<file path="src/rtl/brew_sequencer.sv">
`timescale 1ns/1ps
// brew_sequencer: top-level brew controller. Runs the sensor check, then
// sequences heater and pump through heat, brew and drip for the latched cup
// size. Outputs are registered from the next state, so they line up with the
// state they describe.
module brew_sequencer #(
    parameter int CNT_W             = 16,
    parameter int CHECK_TIMEOUT_CYC = 1000,
    parameter int HEAT_MAX_CYC      = 5000,
    parameter int BREW_SMALL_CYC    = 100,
    parameter int BREW_MED_CYC      = 150,
    parameter int BREW_LARGE_CYC    = 200,
    parameter int DRIP_CYC          = 50
) (
    input  logic       CLK,
    input  logic       RST_N,
    input  logic       START,
    input  logic       CANCEL,
    input  logic [1:0] SIZE,
    input  logic [1:0] CHECK_STATUS,
    input  logic       HEATER_READY,
    output logic       CHECK_TIMEOUT,
    output logic       CHECK_EN,
    output logic       HEATER_ON,
    output logic       PUMP_ON,
    output logic       BUSY,
    output logic       DONE,
    output logic       FAULT,
    output logic [3:0] STATE_CODE
);

    // State encoding doubles as the display code.
    typedef enum logic [3:0] {
        S_IDLE     = 4'h0,
        S_CHECK    = 4'h1,
        S_WAIT_FIX = 4'h2,
        S_HEAT     = 4'h3,
        S_BREW     = 4'h4,
        S_DRIP     = 4'h5,
        S_DONE     = 4'h6,
        S_FAULT    = 4'hF
    } state_t;

    // Counter values on the last cycle of each timed phase.
    localparam logic [CNT_W-1:0] TMO_LAST   = CNT_W'(CHECK_TIMEOUT_CYC - 1);
    localparam logic [CNT_W-1:0] HEAT_LAST  = CNT_W'(HEAT_MAX_CYC - 1);
    localparam logic [CNT_W-1:0] SMALL_LAST = CNT_W'(BREW_SMALL_CYC - 1);
    localparam logic [CNT_W-1:0] MED_LAST   = CNT_W'(BREW_MED_CYC - 1);
    localparam logic [CNT_W-1:0] LARGE_LAST = CNT_W'(BREW_LARGE_CYC - 1);
    localparam logic [CNT_W-1:0] DRIP_LAST  = CNT_W'(DRIP_CYC - 1);
    localparam logic [CNT_W-1:0] CNT_MAX    = '1;

    state_t           state_q, state_d;
    logic [CNT_W-1:0] cnt_q;
    logic [CNT_W-1:0] brew_last;
    logic [1:0]       size_q;
    logic             start_q;
    logic             start_edge;

    assign start_edge = START & ~start_q;

    // Pump duration for the cup size latched at START.
    always_comb begin
        case (size_q)
            2'b00:   brew_last = SMALL_LAST;
            2'b01:   brew_last = MED_LAST;
            default: brew_last = LARGE_LAST;
        endcase
    end

    // Next-state logic; CANCEL outranks everything except a sensor fault.
    always_comb begin
        state_d = state_q;
        case (state_q)
            S_IDLE:
                if (start_edge && (SIZE != 2'b11)) state_d = S_CHECK;
            S_CHECK:
                if (CHECK_STATUS == 2'b11)      state_d = S_FAULT;
                else if (CANCEL)                state_d = S_IDLE;
                else if (CHECK_STATUS == 2'b10) state_d = S_HEAT;
                else if (CHECK_STATUS == 2'b01) state_d = S_WAIT_FIX;
            S_WAIT_FIX:
                if (CHECK_STATUS == 2'b11)      state_d = S_FAULT;
                else if (CANCEL)                state_d = S_IDLE;
                else if (CHECK_STATUS == 2'b10) state_d = S_HEAT;
            S_HEAT:
                if (CANCEL)                     state_d = S_IDLE;
                else if (HEATER_READY)          state_d = S_BREW;
                else if (cnt_q == HEAT_LAST)    state_d = S_FAULT;
            S_BREW:
                if (CANCEL || (cnt_q == brew_last)) state_d = S_DRIP;
            S_DRIP:
                if (cnt_q == DRIP_LAST)         state_d = S_DONE;
            S_DONE:
                state_d = S_IDLE;
            S_FAULT:
                state_d = S_FAULT;
            default:
                state_d = S_IDLE;
        endcase
    end

    // State, phase counter (cleared on transitions, saturating), size latch, START history.
    always_ff @(posedge CLK or negedge RST_N) begin
        if (!RST_N) begin
            state_q <= S_IDLE;
            cnt_q   <= '0;
            size_q  <= 2'b00;
            start_q <= 1'b0;
        end else begin
            state_q <= state_d;
            start_q <= START;
            if (state_d != state_q)  cnt_q <= '0;
            else if (cnt_q != CNT_MAX) cnt_q <= cnt_q + 1'b1;
            if ((state_q == S_IDLE) && (state_d == S_CHECK)) size_q <= SIZE;
        end
    end

    // Registered Moore outputs; the timeout flag stays up until WAIT_FIX is left.
    always_ff @(posedge CLK or negedge RST_N) begin
        if (!RST_N) begin
            CHECK_TIMEOUT <= 1'b0;
            CHECK_EN      <= 1'b0;
            HEATER_ON     <= 1'b0;
            PUMP_ON       <= 1'b0;
            BUSY          <= 1'b0;
            DONE          <= 1'b0;
            FAULT         <= 1'b0;
            STATE_CODE    <= 4'h0;
        end else begin
            CHECK_TIMEOUT <= (state_q == S_WAIT_FIX) && (state_d == S_WAIT_FIX) &&
                             (cnt_q >= TMO_LAST);
            CHECK_EN      <= (state_d == S_CHECK) || (state_d == S_WAIT_FIX);
            HEATER_ON     <= (state_d == S_HEAT) || (state_d == S_BREW);
            PUMP_ON       <= (state_d == S_BREW);
            BUSY          <= (state_d != S_IDLE) && (state_d != S_FAULT);
            DONE          <= (state_d == S_DONE);
            FAULT         <= (state_d == S_FAULT);
            STATE_CODE    <= state_d;
        end
    end

endmodule

</file>
<file path="config.mk">
export PLATFORM = sky130hd
export DESIGN_NAME = brew_sequencer
export DESIGN_NICKNAME = d
export VERILOG_FILES = /design/src/rtl/brew_sequencer.sv
export SDC_FILE = /design/constraint.sdc
export NUM_CORES = 1
export LEC_CHECK = 0
export CORE_UTILIZATION = 45
export CTS_CLUSTER_SIZE = 14
export DETAILED_ROUTE_END_ITERATION = 8
export PLACE_DENSITY = 0.76
export SYNTH_ARGS = -nofsm -noshare
export SYNTH_HDL_FRONTEND = slang
export SYNTH_SLANG_ARGS = --single-unit
</file>
<file path="constraint.sdc">
create_clock -name CLK -period 3.2 [get_ports CLK]
set_input_delay 0.64 -clock CLK [delete_from_list [all_inputs] [get_ports CLK]]
set_output_delay 0.64 -clock CLK [all_outputs]
set_load 0.1 [all_outputs]
</file>
==> flow_summary.yaml, run 1 <==
cts:
  root_buffer: "clkbuf_8"
  cts_made_buffers: 5
  cts.sinks: 30
  cts_max_path_buffers: 2
  cts.repair.resized: 0
  clock_latency_ns: 0.29
  clk_pin_slew_worst_paths_ns: 0.06
  cts_tree: "built"
  cts_hold_buf: 0
  cts_setup_buffers: 0
  htree_levels: 2
yosys:
  synth_commonest_cells: "30 x dfrtp_1, 28 x nor2_1, 17 x nand2_1"
  ys_ff_latch: 30
  synthCells: 199
  yosysTopAreaCell: "dfrtp_1"
  syn_avg_cell_area_um2: 9.004
  synth_warnings: 0
  async_flop_share_pct: 100.0
  syn-cell-area_um2: 1792
  yosysSeqAreaShare_pct: 41.90
  yosysMostFrequentCell: "dfrtp_1"
  synth_cell_types: 47
  synth_enable_flop_cells: 0
  syn-num-nets: 210
  yosysTopAreaCellShare_pct: 41.90
  ys_top_cells_by_area: "dfrtp_1 42%, nor2_1 5.9%, nand2_1 3.6%"
  synth_ff_type: "dfrtp_1"
pwr:
  p_leak_nw: 0.9042
  power_per_cell_area_nw_per_um2: 852.3
  ir_worst_vdd_mv: 0.3227
floorplanning:
  die_x_um: 65.10
  coreArea_um2: 3744
  pin_count: 20
  initial_utilization_pct: 47.86
  row_count: 22
  die_y_um: 65.10
  fp.dieArea_um2: 4238
drt:
  dr.pass1.iters: 4
  drc: 0
  ant_nets: 0
  vias_per_cell: 5.758
  wl_per_cell_um: 14.24
  drt_wl_total_um: 3830
  vias: 1549
  drtIter0Drc: 184
sta:
  setup-tns-final_ns: 0
  slew_violations: 0
  hold_viol_final: 0
  skew_ns: 0.01078
  rsz0062_at_grt: "false"
  tightest_slew_ns: 0.7590
  final-setup-viol-count: 0
  period_needed_ns: 2.516
  fin_crit_sh_pct: 78.63
  clock.fmax_mhz: 397.4
  maxSlewHeadroom_pct: 48.93
placed_design:
  port_buffers: 19
  postPlaceCellArea_um2: 1999
  gp_congestion: 0.8925
  hpwl_um: 2781
layout:
  finish.net_count: 231
  nFillCells: 338
  multi_input_comb_area_um2: 1003
  num_antenna_cells: 0
  register_area_um2: 750.7
  drive_above_1_share_pct: 15.84
  area_growth_pct: 17.74
  design_area_um2: 2110
worst_setup_path:
  setup.worst_path.end_class: "flip-flop"
  path_max_fanout: 7
  reg2reg_setup_slack_ns: 0.68
  crit-reg2reg-capture: "cnt_q[7]$_DFFE_PN0P_"
  worstSetupStartpointType: "flip-flop"
  crit_required_ns: 3.33
  crit_arrival_ns: 2.64
  worstRegToRegCells: 5
  r2r_start: "cnt_q[13]$_DFFE_PN0P_"
  worstSetupPathType: "reg2reg"
run_status:
  status: "finished, final reports clean"
worst_hold_path:
  hold_path_class: "reg2reg"
  worstHoldStart: "cnt_q[12]$_DFFE_PN0P_"
  hold_depth: 1
  hold_end: "cnt_q[12]$_DFFE_PN0P_"
grt:
  grt_overflow: 0
  grt_pass1_vias: 1466
  grt_pass1_wl_um: 6589
  antenna_found_initial: 0
  grt_usage_pct: 20.31
  grt_max_degree: 31
run:
  maxCapViolCount: 0
-- cells in the final DEF, fill, tap and decap left out, types with 3 or more instances in the layout --
master,count
a211o_1,3
a211oi_1,3
a21oi_1,6
a31oi_1,3
and2_1,3
buf_4,12
clkbuf_8,8
clkdlybuf4s50_1,8
dfrtp_1,30
inv_1,4
mux2i_1,3
nand2_1,17
nand2b_1,7
nand3_1,12
nand4_1,6
nor2_1,28
nor3_1,6
nor3b_1,3
nor4_1,3
o21ai_0,4
or4_1,3
xor2_1,7
-- where the power goes --
part / leakage (nW) / internal, mW / total [mW] / switching (mW)
Sequential: 0.401 / 0.453 / 0.581 / 0.128
Clock: 0.0575 / 0.217 / 0.359 / 0.142
Combinational: 0.446 / 0.269 / 0.858 / 0.589
-- sequential cells by signal (all words and copies together) (netlist names) --
signal         count
CHECK_EN           1
size_q             2
start_q            1
PUMP_ON            1
HEATER_ON          1
BUSY               1
STATE_CODE         4
DONE               1
cnt_q             16
CHECK_TIMEOUT      1
FAULT              1
-- routing by layer --
metal  vias up  global-route usage (%)  wire length, µm
met5         -                       0                0
met4         0                   6.793               43
met3         4                   5.556              215
met2        47                   34.90             1826
met1       725                   24.45             1744
li1        773                       -                -
-- area by class of cell --
class | instances | area share, %
multi-input cells | 159 | 47.57
flip-flops and latches | 30 | 35.59
repair buffers | 20 | 8.066
clock buffers | 8 | 5.219
well taps | 48 | 2.847
inverters | 4 | 0.7117
-- through the flow --
step           hold slack, ns  util (%)  power [mW]  cells  setup slack [ns]
3_3_place_gp           0.5286     53.41       1.440    261            0.4554
4_1_cts                0.5438     56.35       1.813    269            0.6695
3_5_place_dp           0.5333     53.41       1.452    261            0.3706
6_report               0.5471     56.35       1.798    269            0.6839
2_1_floorplan          0.3444         -       1.256    199            0.7256
5_1_grt                0.5784     56.35       1.914    269            0.4590
-- logic make-up after synthesis --
logic type               synth area share (%)
AO/OA/AOI/OAI                           13.27
XOR/XNOR                                4.400
adder cells (fa/ha/maj)                 1.396
buffers and inverters                   2.095
flip-flops                              41.90
multiplexers                            2.933
AND/OR/NAND/NOR                         34.01
-- worst max-delay path by stage --
stage / from / to / slack [ns] / cells past startpoint
finish: cnt_q[13]$_DFFE_PN0P_ / cnt_q[7]$_DFFE_PN0P_ / 0.68 / 5
global route: CANCEL / cnt_q[2]$_DFFE_PN0P_ / 0.46 / 7
CTS: cnt_q[13]$_DFFE_PN0P_ / cnt_q[7]$_DFFE_PN0P_ / 0.67 / 5
detailed placement: CANCEL / cnt_q[2]$_DFFE_PN0P_ / 0.37 / 7
global placement: CANCEL / cnt_q[1]$_DFFE_PN0P_ / 0.46 / 7
floorplan: STATE_CODE[3]$_DFF_PN0_ / BUSY$_DFF_PN0_ / 0.73 / 6
-- critical path, cell delays in order, from the launching register on --
cell     delay, ns
dfrtp_1       0.43
or4_4         0.55
or4_4         0.51
or4b_4        0.58
nand4_1       0.22
nor3_1        0.07
Note: power is estimated with default switching activity, not from simulation.
==> run 2: changes to the inputs <==
==> constraint.sdc (replaced) <==
create_clock -name CLK -period 2.61 [get_ports CLK]
set_input_delay 0.522 -clock CLK [delete_from_list [all_inputs] [get_ports CLK]]
set_output_delay 0.522 -clock CLK [all_outputs]
set_load 0.1 [all_outputs]
==> run 2 against run 1 <==
  * Non-clock buffer count grew 13
  * Flip-flop and latch count is the same
  * Worst hold slack is essentially flat
  * Register-to-register slack lost 0.56 ns
  * Critical endpoint is now cnt_q[1]$_DFFE_PN0P_
  * Largest cell class unchanged
  * Largest power group unchanged
==> flow_summary.yaml, run 2 (synthesized netlist as in run 1, its figures left out) <==
layout:
  design_area_um2: 2192
  area_growth_pct: 22.35
  layout_commonest_cell: "dfrtp_1"
  drive_above_1_share_pct: 20.51
  num_antenna_cells: 0
  largest_register_ffs: 16
  register_area_um2: 750.7
  finish.net_count: 244
  top_regs: "cnt_q (16), STATE_CODE (4), size_q (2)"
  mostFrequentLayoutCells: "30 x dfrtp_1, 28 x nor2_1, 25 x buf_4"
  instances_no_fill: 282
  multi_input_comb_area_um2: 1003
  nFillCells: 342
  top_register: "cnt_q"
cts:
  cts.repair.resized: 0
  cts_max_path_buffers: 2
  cts_made_buffers: 5
  cts_hold_buf: 0
  htree_levels: 2
  clock_latency_ns: 0.28
  clk_pin_slew_worst_paths_ns: 0.06
  cts_setup_buffers: 0
  cts.sinks: 30
  root_buffer: "clkbuf_8"
  cts_tree: "built"
sta:
  maxSlewHeadroom_pct: 64.24
  holdWs_ns: 0.5476
  slew_violations: 0
  hold_viol_final: 0
  tightest_slew_ns: 0.5353
  setup-tns-final_ns: 0
  period_needed_ns: 2.485
  rsz0062_at_grt: "false"
  fin_crit_sh_pct: 95.19
  clock.fmax_mhz: 402.5
  skew_ns: 0.005381
  final-setup-viol-count: 0
worst_setup_path:
  worstSetupStartpointType: "flip-flop"
  crit-reg2reg-capture: "cnt_q[1]$_DFFE_PN0P_"
  worstRegToRegCells: 5
  reg2reg_setup_slack_ns: 0.13
  crit_end: "cnt_q[1]$_DFFE_PN0P_"
  crit_required_ns: 2.76
  worstSetupPathType: "reg2reg"
  path_max_fanout: 7
  crit_start: "cnt_q[11]$_DFFE_PN0P_"
  crit_arrival_ns: 2.63
  setup.worst_path.end_class: "flip-flop"
  r2r_start: "cnt_q[11]$_DFFE_PN0P_"
worst_hold_path:
  worstHoldStart: "cnt_q[12]$_DFFE_PN0P_"
  hold_path_class: "reg2reg"
floorplanning:
  fp.dieArea_um2: 4238
  row_count: 22
  pin_count: 20
  initial_utilization_pct: 47.86
  coreArea_um2: 3744
  die_y_um: 65.10
  die_x_um: 65.10
drt:
  wl_per_cell_um: 13.63
  dr.pass1.iters: 4
  drt_wl_total_um: 3844
  vias: 1607
  vias_per_cell: 5.699
  ant_nets: 0
  drc: 0
  drtIter0Drc: 146
pwr:
  seq_power_share_pct: 29.1
  switching_share_pct: 48.17
  ir_worst_vdd_mv: 0.4075
  p_int_mw: 1.157
  power_mw: 2.232
  p_sw_mw: 1.075
  power_per_cell_area_nw_per_um2: 1018
  p_leak_nw: 0.9599
  p_comb_share_pct: 53.4
  clkPwrFrac_pct: 17.4
grt:
  antenna_found_initial: 0
  grt_usage_pct: 20.86
  grt_overflow: 0
  grt_pass1_wl_um: 6686
  grt_pass1_vias: 1487
  grt_max_degree: 31
placed_design:
  hpwl_um: 2874
  gp_congestion: 0.8841
  dp_cells: 274
  postPlaceCellArea_um2: 2097
  port_buffers: 19
run_status:
  status: "finished, final reports clean"
run:
  maxCapViolCount: 0
-- run 2: layout make-up --
type,count,share of cell area [%]
Clock buffer,6,3.767
Timing Repair Buffer,33,12.21
Tap cell,48,2.740
Inverter,4,0.6849
Clock inverter,2,0.5708
Sequential cell,30,34.25
Multi-Input combinational cell,159,45.78
-- run 2: power by group through the flow --
stage	clock [mW]	combinational, mW	sequential (mW)
floorplan	0	0.545	0.994
global placement	0	1.18	0.658
detailed placement	0	1.20	0.658
CTS	0.402	1.20	0.650
global route	0.431	1.29	0.666
finish	0.389	1.19	0.650
-- run 2: worst min-delay path by stage --
stage	end	slack, ns	depth (start not counted)
after floorplan	BUSY$_DFF_PN0_	0.23	0
final	cnt_q[12]$_DFFE_PN0P_	0.55	1
after global placement	cnt_q[12]$_DFFE_PN0P_	0.52	1
after CTS	cnt_q[12]$_DFFE_PN0P_	0.55	1
after global routing	cnt_q[12]$_DFFE_PN0P_	0.56	1
after detailed placement	cnt_q[12]$_DFFE_PN0P_	0.53	1
-- run 2: critical path, cell delays in order, from the launching register on --
cell,delay [ns]
dfrtp_1,0.38
or4_4,0.55
or4_4,0.52
or4b_4,0.58
nand4_1,0.23
a211oi_1,0.09
-- run 2: metrics by stage --
stage | utilization (%) | worst slack [ns]
final | 58.56 | 0.1254
after global routing | 58.56 | 0.006089
after CTS | 58.56 | 0.1107
after detailed placement | 56.02 | 0.005705
after global placement | 56.02 | 0.07173
after floorplan | - | 0.1356
-- run 2: metal layers --
metal  GRT usage, %  up-vias  wire length (µm)
met2          35.55       38              1845
met3          5.208        6               191
met5              0        -                 0
met1          25.75      759              1756
met4          6.793        0                50
li1               -      804                 -
==> run 3: changes to the inputs <==
--- a/config.mk
+++ b/config.mk
@@ -9,6 +9,7 @@
 export CTS_CLUSTER_SIZE = 14
 export DETAILED_ROUTE_END_ITERATION = 8
 export PLACE_DENSITY = 0.76
+export REMOVE_ABC_BUFFERS = 1
 export SYNTH_ARGS = -nofsm -noshare
 export SYNTH_HDL_FRONTEND = slang
 export SYNTH_SLANG_ARGS = --single-unit
==> run 3 against run 2 <==
  * Via count increased by 1.2%
  * Core utilization increased by 0.40 points
  * Global-route usage increased by 1.9 points
  * Flip-flop and latch count unchanged
  * Largest power group unchanged
  * Cell count increased by 0.71%
==> flow_summary.yaml, run 3 (synthesized netlist as in run 1, its figures left out) <==
run_status:
  status: "finished, final reports clean"
cts:
  cts.sinks: 30
  cts_setup_buffers: 0
  cts_hold_buf: 0
  cts_tree: "built"
  cts_max_path_buffers: 2
  clock_latency_ns: 0.29
  root_buffer: "clkbuf_8"
  cts_made_buffers: 5
  cts.repair.resized: 0
  clk_pin_slew_worst_paths_ns: 0.06
  htree_levels: 2
layout:
  num_antenna_cells: 0
  area_growth_pct: 23.18
  largest_register_ffs: 16
  drive_above_1_share_pct: 21.19
  instances_no_fill: 284
  nFillCells: 332
  multi_input_comb_area_um2: 1003
  top_regs: "cnt_q (16), STATE_CODE (4), size_q (2)"
  final_core_util_pct: 58.96
  register_area_um2: 750.7
  mostFrequentLayoutCells: "30 x dfrtp_1, 28 x nor2_1, 27 x buf_4"
  layout_commonest_cell: "dfrtp_1"
  finish.net_count: 246
  top_register: "cnt_q"
drt:
  ant_nets: 0
  drc: 0
  wl_per_cell_um: 14.61
  drt_wl_total_um: 4150
  vias_per_cell: 5.725
  vias: 1626
  drtIter0Drc: 140
  dr.pass1.iters: 4
floorplanning:
  coreArea_um2: 3744
  initial_utilization_pct: 47.86
  pin_count: 20
  row_count: 22
  die_x_um: 65.10
  fp.dieArea_um2: 4238
  die_y_um: 65.10
pwr:
  p_leak_nw: 0.9687
  ir_worst_vdd_mv: 0.3921
  power_per_cell_area_nw_per_um2: 1015
sta:
  skew_ns: 0.003525
  slew_violations: 0
  tightest_slew_ns: 0.5782
  period_needed_ns: 2.520
  maxSlewHeadroom_pct: 61.37
  rsz0062_at_grt: "false"
  final-setup-viol-count: 0
  fin_crit_sh_pct: 96.53
  clock.fmax_mhz: 396.9
  hold_viol_final: 0
worst_setup_path:
  setup.worst_path.end_class: "flip-flop"
  crit_required_ns: 2.77
  cpPeakStageDelay_ns: 0.58
  crit_path_top_delay_cell: "or4b_4"
  path_max_fanout: 7
  crit_top_cell: "or4_4"
  cp_cell_sequence: "or4_4, or4_4, or4b_4, nand4_1, nor2_1"
  worstSetupPathType: "reg2reg"
  crit_arrival_ns: 2.68
  worstSetupStartpointType: "flip-flop"
grt:
  grt_overflow: 0
  antenna_found_initial: 0
  grt_usage_pct: 22.77
  grt_pass1_vias: 1622
  grt_max_degree: 31
  grt_pass1_wl_um: 7189
placed_design:
  port_buffers: 19
  gp_congestion: 0.8831
  hpwl_um: 2954
  dp_cells: 276
worst_hold_path:
  hold_path_class: "reg2reg"
run:
  maxCapViolCount: 0
==> run 3: changes by cell type in the layout (fill, tap and decap cells not counted) <==
cell / before / now
buf_4: 25 / 27
==> run 3: power breakdown <==
part,internal (mW),leakage [nW],switching [mW]
Sequential,0.556,0.401,0.122
Combinational,0.382,0.521,0.785
Clock,0.212,0.0472,0.184
==> run 3: worst paths after layout <==
check	from	to	slack, ns	cells after the start
max reg2reg	cnt_q[14]$_DFFE_PN0P_	cnt_q[4]$_DFFE_PN0P_	0.09	5
min reg2reg	cnt_q[12]$_DFFE_PN0P_	cnt_q[12]$_DFFE_PN0P_	0.55	1
min	cnt_q[12]$_DFFE_PN0P_	cnt_q[12]$_DFFE_PN0P_	0.55	1
min in group asynchronous	RST_N	start_q$_DFF_PN0_	0.65	2
max	cnt_q[14]$_DFFE_PN0P_	cnt_q[4]$_DFFE_PN0P_	0.09	5
max in group asynchronous	RST_N	cnt_q[14]$_DFFE_PN0P_	1.67	2
==> run 3: area by class of cell <==
cell class / count / share of cell area [%]
multi-input combinational: 159 / 45.46
sequential: 30 / 34.01
timing repair buffer: 35 / 12.81
clock buffer: 6 / 3.741
tap: 48 / 2.721
inverter: 4 / 0.6803
clock inverter: 2 / 0.5669
==> run 3: per-stage QoR <==
stage	power (mW)	setup TNS (ns)	hold slack [ns]	setup slack [ns]	instance area, µm²
floorplan	1.524	0	0.2264	0.03706	1769
finish	2.240	0	0.5519	0.09045	2207
detailed placement	1.848	-0.1010	0.5288	-0.07715	2112
CTS	2.251	0	0.5398	0.1073	2207
global placement	1.829	0	0.5287	0.04586	2112
global route	2.376	0	0.5717	0.01419	2207
==> run 3: critical path: cells and delay by family (launching register included) <==
kind | cells | cell delay, ns
DFF | 1 | 0.42
and+or+nand+nor | 5 | 1.97
==> run 3: per-layer routing <==
layer / part of all wire, % / track usage (%) / vias to the layer above
met3: 4.7 / 6.076 / 4
li1: - / - / 808
met4: 1.1 / 9.783 / 0
met1: 46 / 26.36 / 773
met5: 0 / 0 / -
met2: 48 / 39.45 / 41
